==> src/rtl/rob_pkg.sv <==
// -----------------------------------------------------------------------------
// rob_pkg
// Shared definitions for the ROB writeback-port arbiter.
//   - Field offsets inside a packed writeback entry, MSB first:
//       {slot_id, dest_addr[2:0], result[15:0], pc[15:0], ex_vector[1:0],
//        we, ticket_we}
//     Everything below slot_id is fixed at 39 bits, so slot_id starts at
//     bit 39 whatever the ROB size is.
//   - Grant encoding used by the arbiter and as the requester index.
// -----------------------------------------------------------------------------
package rob_pkg;

   // Default slot-id width; the top re-exposes it as a parameter
   localparam int DEF_SLOT_W = 3;

   localparam int TWE_BIT    = 0;
   localparam int WE_BIT     = 1;
   localparam int EXV_LSB    = 2;
   localparam int PC_LSB     = 4;
   localparam int RESULT_LSB = 20;
   localparam int ADDR_LSB   = 36;
   localparam int SLOT_LSB   = 39;
   localparam int SLOT_MSB   = SLOT_LSB + DEF_SLOT_W - 1;

   // Grant codes double as the requester index (0 = short, 1 = long)
   localparam logic GRANT_SP = 1'b0;
   localparam logic GRANT_LP = 1'b1;

endpackage : rob_pkg

==> src/rtl/wb_result_fifo.sv <==
// -----------------------------------------------------------------------------
// wb_result_fifo
// Small circular FIFO buffering completed results of one pipeline until the
// ROB writeback port is free.
//   clk, reset       : clock, synchronous active-high reset
//   i_flush          : empties the FIFO; a same-cycle push is discarded
//   i_push, i_entry  : push request and data
//   i_pop            : remove the head entry (ignored when empty)
//   o_head           : current head entry (valid when !o_empty)
//   o_count          : occupancy, 0..QDEPTH
//   o_full, o_empty  : occupancy flags
//   o_almost_full    : occupancy >= QDEPTH-1, used to throttle issue
// A push into a full FIFO is accepted only when the head pops in the same
// cycle; otherwise it is silently dropped (the parent flags that).
// -----------------------------------------------------------------------------
module wb_result_fifo #(
   parameter int QDEPTH     = 4,
   parameter int LOG_QDEPTH = 2,
   parameter int ENTRY_W    = 42
) (
   input  logic                  clk,
   input  logic                  reset,
   input  logic                  i_flush,
   input  logic                  i_push,
   input  logic [ENTRY_W-1:0]    i_entry,
   input  logic                  i_pop,
   output logic [ENTRY_W-1:0]    o_head,
   output logic [LOG_QDEPTH:0]   o_count,
   output logic                  o_full,
   output logic                  o_empty,
   output logic                  o_almost_full
);

   localparam int CW = LOG_QDEPTH + 1;

   logic [ENTRY_W-1:0]    r_mem [QDEPTH];
   logic [LOG_QDEPTH-1:0] r_wr_ptr;
   logic [LOG_QDEPTH-1:0] r_rd_ptr;
   logic [CW-1:0]         r_count;

   logic w_push_ok;
   logic w_pop_ok;

   assign o_full        = (r_count == CW'(QDEPTH));
   assign o_empty       = (r_count == '0);
   assign o_almost_full = (r_count >= CW'(QDEPTH - 1));
   assign o_count       = r_count;

   assign w_pop_ok  = i_pop && !o_empty;
   // The slot freed by a same-cycle pop lets a full FIFO take the push
   assign w_push_ok = i_push && (!o_full || w_pop_ok);

   always_ff @(posedge clk) begin
      if (reset || i_flush) begin
         r_wr_ptr <= '0;
         r_rd_ptr <= '0;
         r_count  <= '0;
      end else begin
         if (w_push_ok) begin
            r_wr_ptr <= r_wr_ptr + LOG_QDEPTH'(1);
         end
         if (w_pop_ok) begin
            r_rd_ptr <= r_rd_ptr + LOG_QDEPTH'(1);
         end
         case ({w_push_ok, w_pop_ok})
            2'b10:   r_count <= r_count + CW'(1);
            2'b01:   r_count <= r_count - CW'(1);
            default: r_count <= r_count;
         endcase
      end
   end

   // Storage carries no reset; only entries below r_count are ever read out
   always_ff @(posedge clk) begin
      if (!reset && !i_flush && w_push_ok) begin
         r_mem[r_wr_ptr] <= i_entry;
      end
   end

   // Head is read combinationally so the arbiter can pop it in the same cycle
   assign o_head = r_mem[r_rd_ptr];

endmodule : wb_result_fifo

==> src/rtl/rob_wb_port_arbiter.sv <==
// -----------------------------------------------------------------------------
// rob_wb_port_arbiter
// Shares the single ROB writeback port between the short pipeline (sp) and
// the long pipeline (lp). Each pipeline pushes into its own wb_result_fifo;
// a round-robin arbiter with full-queue priority drains one entry per cycle
// into a registered ROB write port.
//   clk, reset                 : clock, synchronous active-high reset
//   flush                      : exception flush, drops every buffered result
//   sp_valid, sp_entry         : short-pipeline result push
//   lp_valid, lp_entry         : long-pipeline result push
//   rob_valid, rob_entry       : registered ROB write strobe and data
//   rob_from_lp                : source of the current rob_entry (1 = lp)
//   sp_almost_full/lp_almost_full : issue throttle, occupancy >= QDEPTH-1
//   overflow_err               : sticky, set when a push was dropped
// -----------------------------------------------------------------------------
module rob_wb_port_arbiter
   import rob_pkg::*;
#(
   parameter int LOG_ROB_NUM_REGS = DEF_SLOT_W,
   parameter int QDEPTH           = 4,
   parameter int LOG_QDEPTH       = 2,
   parameter int ENTRY_W          = LOG_ROB_NUM_REGS + SLOT_LSB
) (
   input  logic                clk,
   input  logic                reset,
   input  logic                flush,
   input  logic                sp_valid,
   input  logic [ENTRY_W-1:0]  sp_entry,
   input  logic                lp_valid,
   input  logic [ENTRY_W-1:0]  lp_entry,
   output logic                rob_valid,
   output logic [ENTRY_W-1:0]  rob_entry,
   output logic                rob_from_lp,
   output logic                sp_almost_full,
   output logic                lp_almost_full,
   output logic                overflow_err
);

   localparam int CW   = LOG_QDEPTH + 1;
   localparam int NREQ = 2;

   // Requester vectors are indexed by grant code: [0] = sp, [1] = lp
   logic [NREQ-1:0]    w_push;
   logic [NREQ-1:0]    w_pop;
   logic [NREQ-1:0]    w_full;
   logic [NREQ-1:0]    w_empty;
   logic [NREQ-1:0]    w_afull;
   logic [NREQ-1:0]    w_drop;
   logic [ENTRY_W-1:0] w_in   [NREQ];
   logic [ENTRY_W-1:0] w_head [NREQ];
   logic [CW-1:0]      w_count[NREQ];

   logic               w_grant_valid;
   logic               w_grant_src;

   logic               r_last_grant;
   logic               r_rob_valid;
   logic [ENTRY_W-1:0] r_rob_entry;
   logic               r_rob_from_lp;
   logic               r_overflow;

   assign w_push[0] = sp_valid;
   assign w_push[1] = lp_valid;
   assign w_in[0]   = sp_entry;
   assign w_in[1]   = lp_entry;

   genvar gi;
   generate
      for (gi = 0; gi < NREQ; gi++) begin : g_fifo
         wb_result_fifo #(
            .QDEPTH     (QDEPTH),
            .LOG_QDEPTH (LOG_QDEPTH),
            .ENTRY_W    (ENTRY_W)
         ) u_fifo (
            .clk           (clk),
            .reset         (reset),
            .i_flush       (flush),
            .i_push        (w_push[gi]),
            .i_entry       (w_in[gi]),
            .i_pop         (w_pop[gi]),
            .o_head        (w_head[gi]),
            .o_count       (w_count[gi]),
            .o_full        (w_full[gi]),
            .o_empty       (w_empty[gi]),
            .o_almost_full (w_afull[gi])
         );

         // A push is lost only when the queue stays full through the edge;
         // pushes discarded by a flush are intentional and not errors
         assign w_drop[gi] = w_push[gi] && (w_count[gi] == CW'(QDEPTH)) &&
                             !w_pop[gi] && !flush;

         assign w_pop[gi]  = w_grant_valid && (w_grant_src == gi[0]);
      end
   endgenerate

   // Arbitration on the FIFO state at the start of the cycle. A full queue
   // beats a non-full one so it frees a slot before the next push is lost;
   // otherwise strict alternation against the last actual grant.
   always_comb begin
      w_grant_valid = 1'b0;
      w_grant_src   = ~r_last_grant;
      if (!flush) begin
         if (!w_empty[0] && !w_empty[1]) begin
            w_grant_valid = 1'b1;
            if (w_full[0] && !w_full[1]) begin
               w_grant_src = GRANT_SP;
            end else if (w_full[1] && !w_full[0]) begin
               w_grant_src = GRANT_LP;
            end else begin
               w_grant_src = ~r_last_grant;
            end
         end else if (!w_empty[0]) begin
            w_grant_valid = 1'b1;
            w_grant_src   = GRANT_SP;
         end else if (!w_empty[1]) begin
            w_grant_valid = 1'b1;
            w_grant_src   = GRANT_LP;
         end
      end
   end

   always_ff @(posedge clk) begin
      if (reset) begin
         r_last_grant  <= GRANT_LP;
         r_rob_valid   <= 1'b0;
         r_rob_entry   <= '0;
         r_rob_from_lp <= 1'b0;
         r_overflow    <= 1'b0;
      end else begin
         r_rob_valid <= w_grant_valid;
         r_overflow  <= r_overflow | (|w_drop);
         // rob_entry/rob_from_lp hold their last value on idle cycles
         if (w_grant_valid) begin
            r_rob_entry   <= w_head[w_grant_src];
            r_rob_from_lp <= w_grant_src;
            r_last_grant  <= w_grant_src;
         end
      end
   end

   assign rob_valid      = r_rob_valid;
   assign rob_entry      = r_rob_entry;
   assign rob_from_lp    = r_rob_from_lp;
   assign sp_almost_full = w_afull[0];
   assign lp_almost_full = w_afull[1];
   assign overflow_err   = r_overflow;

endmodule : rob_wb_port_arbiter

==> config.mk <==
export PLATFORM = sky130hd
export DESIGN_NAME = rob_wb_port_arbiter
export DESIGN_NICKNAME = d
export VERILOG_FILES = /design/src/rtl/rob_pkg.sv /design/src/rtl/wb_result_fifo.sv /design/src/rtl/rob_wb_port_arbiter.sv
export SDC_FILE = /design/constraint.sdc
export NUM_CORES = 1
export LEC_CHECK = 0
export ABC_CLOCK_PERIOD_IN_PS = 5950
export CAP_MARGIN = 20
export CORE_MARGIN = 2
export CORE_UTILIZATION = 41
export DETAILED_ROUTE_END_ITERATION = 10
export HOLD_SLACK_MARGIN = 0.05
export SLEW_MARGIN = 0
export SYNTH_ARGS = -nofsm -noshare
export SYNTH_HDL_FRONTEND = slang
export SYNTH_SLANG_ARGS = --single-unit
==> constraint.sdc <==
create_clock -name clk -period 5.95 [get_ports clk]
set_clock_uncertainty 0.1 [all_clocks]
set_input_delay 1.19 -clock clk [delete_from_list [all_inputs] [get_ports clk]]
set_output_delay 1.19 -clock clk [all_outputs]
set_load 0.02 [all_outputs]
Word level (Yosys, flattened, before mapping)
Memories as Yosys holds them, arrays and structs flattened. A register that Yosys moved wholly into a read port is not among the register bits.
Cells that the tools add are included.
- memory bits (writable): 336
- input port bits: 89
- word-level logic and storage cells: 91
- register bits: 60
- output and inout bits: 47
- memories: 2
- equality and inequality tests: 6
- multiplexer cells: 23
- reduce and logical (&&, ||, !) cells: 34
- add/sub/neg operators: 8
- magnitude comparators: 3
- bitwise logic cells: 4
- memory list (name ; words ; bits a word ; read ports ; clocked after Yosys merged registers in ; wr ports ; RTL line ; text):
    g_fifo[0].u_fifo.r_mem ; 4 ; 42 ; 1 ; 1 ; 1 ; wb_result_fifo.sv:36 ; logic [ENTRY_W-1:0] r_mem [QDEPTH];
    g_fifo[1].u_fifo.r_mem ; 4 ; 42 ; 1 ; 1 ; 1 ; wb_result_fifo.sv:36 ;
- operator list (operator ; count):
    2-to-1 mux 42 bit ; 3
    logical AND 1 bit ; 18
    2-to-1 mux 1 bit ; 14
    one-hot mux 3 bit (2 select lines) ; 2
    adder 2 x 1 -> 2 bit (second input constant) ; 4
    logical NOT 1 bit ; 8
    2-to-1 mux 2 bit ; 4
    adder 3 x 1 -> 3 bit (second input constant) ; 2
    == test 3 bit (second input constant) ; 2
    greater-or-equal comparator 3 x 2 -> 1 bit (second input constant) ; 2
    logical NOT 3 bit ; 2
    subtractor 3 x 1 -> 3 bit (second input constant) ; 2
    == test 2 x 1 -> 1 bit (second input constant) ; 2
    == test 2 bit (second input constant) ; 2
    nonzero test 2 bit ; 2
    logical OR 1 bit ; 3
    greater-or-equal comparator 2 bit (second input constant) ; 1
    NOT 1 bit ; 2
    NOT 1 -> 2 bit ; 1
    OR reduction 2 bit ; 1
    OR 1 bit ; 1

Depth between registers and ports, before layout
- word-level depth: 15
- depth in mapped cells: 12
- gate-level depth less buffers: 9

Modules after synthesis
Synthesis repeated with hierarchy kept, for this count alone.
- cell total of the unflattened synthesis: 791
- area total of the unflattened synthesis: 15189.6 um2
- modules (own cells, without submodules) (module ; seq. area each (um2) ; area an instance (um2) ; cells each ; instances):
    wb_result_fifo at g_fifo[0].u_fifo ; 5225.0 ; 6630.1 ; 287 ; 1
    wb_result_fifo at g_fifo[1].u_fifo ; 5225.0 ; 6628.9 ; 287 ; 1
    rob_wb_port_arbiter ; 920.9 ; 1930.6 ; 217 ; 1

Worst setup path before layout
OpenSTA, ideal clock, no wires.
- path type: input to register
- start: input port flush
- end: memory g_fifo[1].u_fifo.r_mem[0][0], enable pin
- slack: 2.575 ns
- arrival time: 2.872 ns
- path buffers: 0
- data required time: 5.446 ns
- stages on the path: 4
- library setup time: 0.404 ns
- path through: nor2_1 nand2_1 a31oi_1 and2_1
- word-level cells in the longest chain between the ends: 8
- elaborated cells on any way between the ends: 11
- classes of those cells: mux: 4; reduce/logical: 7
- RTL lines (element ; RTL line ; text):
    start: declaration ; rob_wb_port_arbiter.sv:26 ; input logic flush,
    2-to-1 mux 1 bit ; rob_wb_port_arbiter.sv:103 ; if (!flush) begin
    logical AND 1 bit ; rob_wb_port_arbiter.sv:93 ; assign w_pop[gi] = w_grant_valid && (w_grant_src == gi[0]);
    logical AND 1 bit ; wb_result_fifo.sv:49 ; assign w_pop_ok = i_pop && !o_empty;
    logical OR 1 bit ; wb_result_fifo.sv:51 ; assign w_push_ok = i_push && (!o_full || w_pop_ok);
    logical AND 1 bit ; wb_result_fifo.sv:51 ;
    logical AND 1 bit * ; wb_result_fifo.sv:75 ; if (!reset && !i_flush && w_push_ok) begin
    2-to-1 mux 1 bit * ; wb_result_fifo.sv:75 ;
    2-to-1 mux 1 bit (not written as such) * ; wb_result_fifo.sv:76 ; r_mem[r_wr_ptr] <= i_entry;
    end: declaration ; wb_result_fifo.sv:36 ;
Mark *: on every way between the ends. The rest lies on a longest branch, timed or not.

Final worst setup path
- start: input port flush
- end: memory g_fifo[1].u_fifo.r_mem[3][36], enable pin
Same word-level chain as after synthesis.

==> impl_metrics.yaml <==
route:
  vias: 7485
  wirelength_um: 33400
  viasPerCell: 5.43
  drt_first_pass_iters: 5
  met2WireLength_um: 16500
  wl_met3_um: 1760
  routed.top_layer: "met4"
  wl_per_cell_um: 24.2
  drcViolationCount: 0
  drt_iter0_drc: 499
  m1WireLength_um: 14500
  ant_nets: 0
clocking:
  cts_resized: 0
  clk_path_buf_depth: 3
  ctsHoldBuffers: 0
  cts_buffers: 42
  cts_root_buffer: "clkbuf_16"
  clk_latency_ns: 0.55
  clk_pin_slew_ns: 0.06
  htree_levels: 2
  cts_tree: "done"
  cts.sinks: 400
  postCtsSetupRepairBufs: 0
worst_setup_path:
  cp-start-kind: "input pin"
  end_kind: "flop"
  required_ns: 6.07
  path_class: "in2reg"
  crit_arrival_ns: 3.93
  cp_max_fo: 25
sta:
  drv_slew: 0
  period_needed_ns: 3.81
  fmax_ghz: 0.262
  fin_crit_sh_pct: 64.0
  relSlewSlack_pct: 32.8
  timing.final.ws_setup_ns: 2.14
  final_hold_viol_count: 0
  tightest_slew_ns: 1.01
  hold-worst-slack_ns: 0.380
  setup_viol: 0
  rsz0062_at_grt: "no"
  tns_ns: 0
finish:
  drive_above_1_share_pct: 19.2
  seqCellArea_um2: 11400
  multi_input_area_um2: 3380
  postLayoutCellArea_um2: 18200
  fill_cells: 2898
  syn_to_final_growth_pct: 21.5
  fin_nets: 984
placed_design:
  dpl_cell_area_um2: 16800
  dpl_worst_slack_ns: 1.56
  dpl.hpwl_um: 20700
  finalWeightedCongestion: 0.788
  port_buffers: 135
run_status:
  status: "finished clean"
pwr:
  peakVddDrop_mv: 0.283
  totalPowerFinal_uw: 5930
  p_leak_uw: 0.00574
  p_per_area_nw_per_um2: 326
synth:
  ys_async_sr_fraction_pct: 0
  ys_top_cells_by_count: "edfxtp_1, mux4_2, dfxtp_1"
  yosys.cell_count.top_type: "edfxtp_1"
  ys_seq_elements: 400
  synth_area_leaders: "edfxtp_1, mux4_2, dfxtp_1, a221o_1, nor3b_1"
  synth.avg_cell_area_um2: 20.4
  ys_types: 42
  yosysSeqAreaShare_pct: 76.0
  yosysWarnings: 0
  synth_edf_count: 336
  netlist_area_um2: 15000
  yosys.area.top_type: "edfxtp_1"
  ys.flop_type: "edfxtp_1"
  syn_nets: 834
  synthCells: 733
  synth_top_area_share_pct: 67.4
floorplan:
  die_h_um: 195
  io-pin-count: 136
  die_x_um: 195
  dieArea_um2: 38100
  initial_core_util_pct: 41.9
  coreArea_um2: 35700
  row_count: 69
global_route:
  antenna_found_initial: 1
  grt_usage_pct: 17.6
  grt.overflow.total: 0
  grt_pass1_wl_um: 49400
  first_global_vias: 7696
  grt_max_degree: 46
min_path:
  hp-class: "reg2reg"
job:
  max-cap-violations: 0
## critical path: stages
cell and delay (ns):
clkdlybuf4s50_1 0.61, nor2_1 0.56, nand2_1 0.15, a31oi_1 0.29
and2_2 0.67, buf_4 0.41
## cells in the final DEF, fill, tap and decap left out, types with 2 or more instances in the layout
cell / count
edfxtp_1: 336
clkdlybuf4s50_1: 135
mux4_2: 84
dfxtp_1: 60
nor3b_1: 45
a221o_1: 43
clkbuf_16: 43
inv_1: 16
clkbuf_1: 15
buf_4: 14
a21oi_1: 13
nor2_1: 12
ha_1: 10
and2_2: 8
o21ai_0: 8
nand2_1: 7
clkinv_2: 6
clkbuf_8: 5
clkinv_1: 5
or3_1: 4
nor3_1: 4
xor2_1: 4
nand3_1: 3
a31oi_1: 2
a21o_1: 2
nor2_4: 2
fa_1: 2
dfxtp_4: 2
dfxtp_2: 2
inv_16: 2
## kinds of logic after synthesis
logic type	share of synthesized area (%)
compound gates	4.26
xor+xnor	0.234
fa+ha+maj	1.10
buf+inv	1.71
flops	76.0
mux	12.7
simple gates	4.04
## layout make-up
class,count,area share [%]
sequential,400,62.6
multi-input combinational,273,18.6
timing repair buffer,150,8.12
clock buffer,63,6.60
tap,461,3.17
clock inverter,15,0.626
inverter,16,0.330
antenna,1,0.0138
## state kept, by name (all words and copies together), names as in the netlist, named ones only
register	flops
rob_valid	1
g_fifo.u_fifo.r_mem	336
r_last_grant	1
overflow_err	1
rob_from_lp	1
g_fifo.u_fifo.r_rd_ptr	4
rob_entry	42
g_fifo.u_fifo.r_wr_ptr	4
g_fifo.u_fifo.o_count	6
## routing by layer
layer | GRT usage [%] | up-vias
met1 | 24.2 | 3870
met4 | 4.92 | 0
met2 | 29.1 | 231
li1 | - | 3344
met3 | 3.21 | 40
met5 | 0 | -
## final timing paths
path / cells after the start / to / start / slack (ns)
hold reg to reg: 2 / flop / g_fifo[1].u_fifo.r_rd_ptr[1] / 0.38
setup reg to reg: 9 / g_fifo[0].u_fifo.o_count[2] / r_last_grant / 2.95
hold / removal: 2 / flop / g_fifo[1].u_fifo.r_rd_ptr[1] / 0.38
setup / recovery: 6 / g_fifo[1].u_fifo.r_mem[3][36] / flush / 2.14
## metrics by stage
stage	cells	utilization [%]
floorplan	733	-
global placement	1299	47.1
detailed placement	1299	47.1
CTS	1377	50.8
global route	1379	50.9
finish	1379	50.9
## power breakdown
| group | total (µW) | switching [µW] | internal [µW] |
|---|---|---|---|
| clock network | 2460 | 1050 | 1410 |
| registers | 3130 | 39.9 | 3090 |
| logic | 342 | 176 | 167 |
| total | 5930 | 1270 | 4670 |
Power figures use the tool's default switching activity.
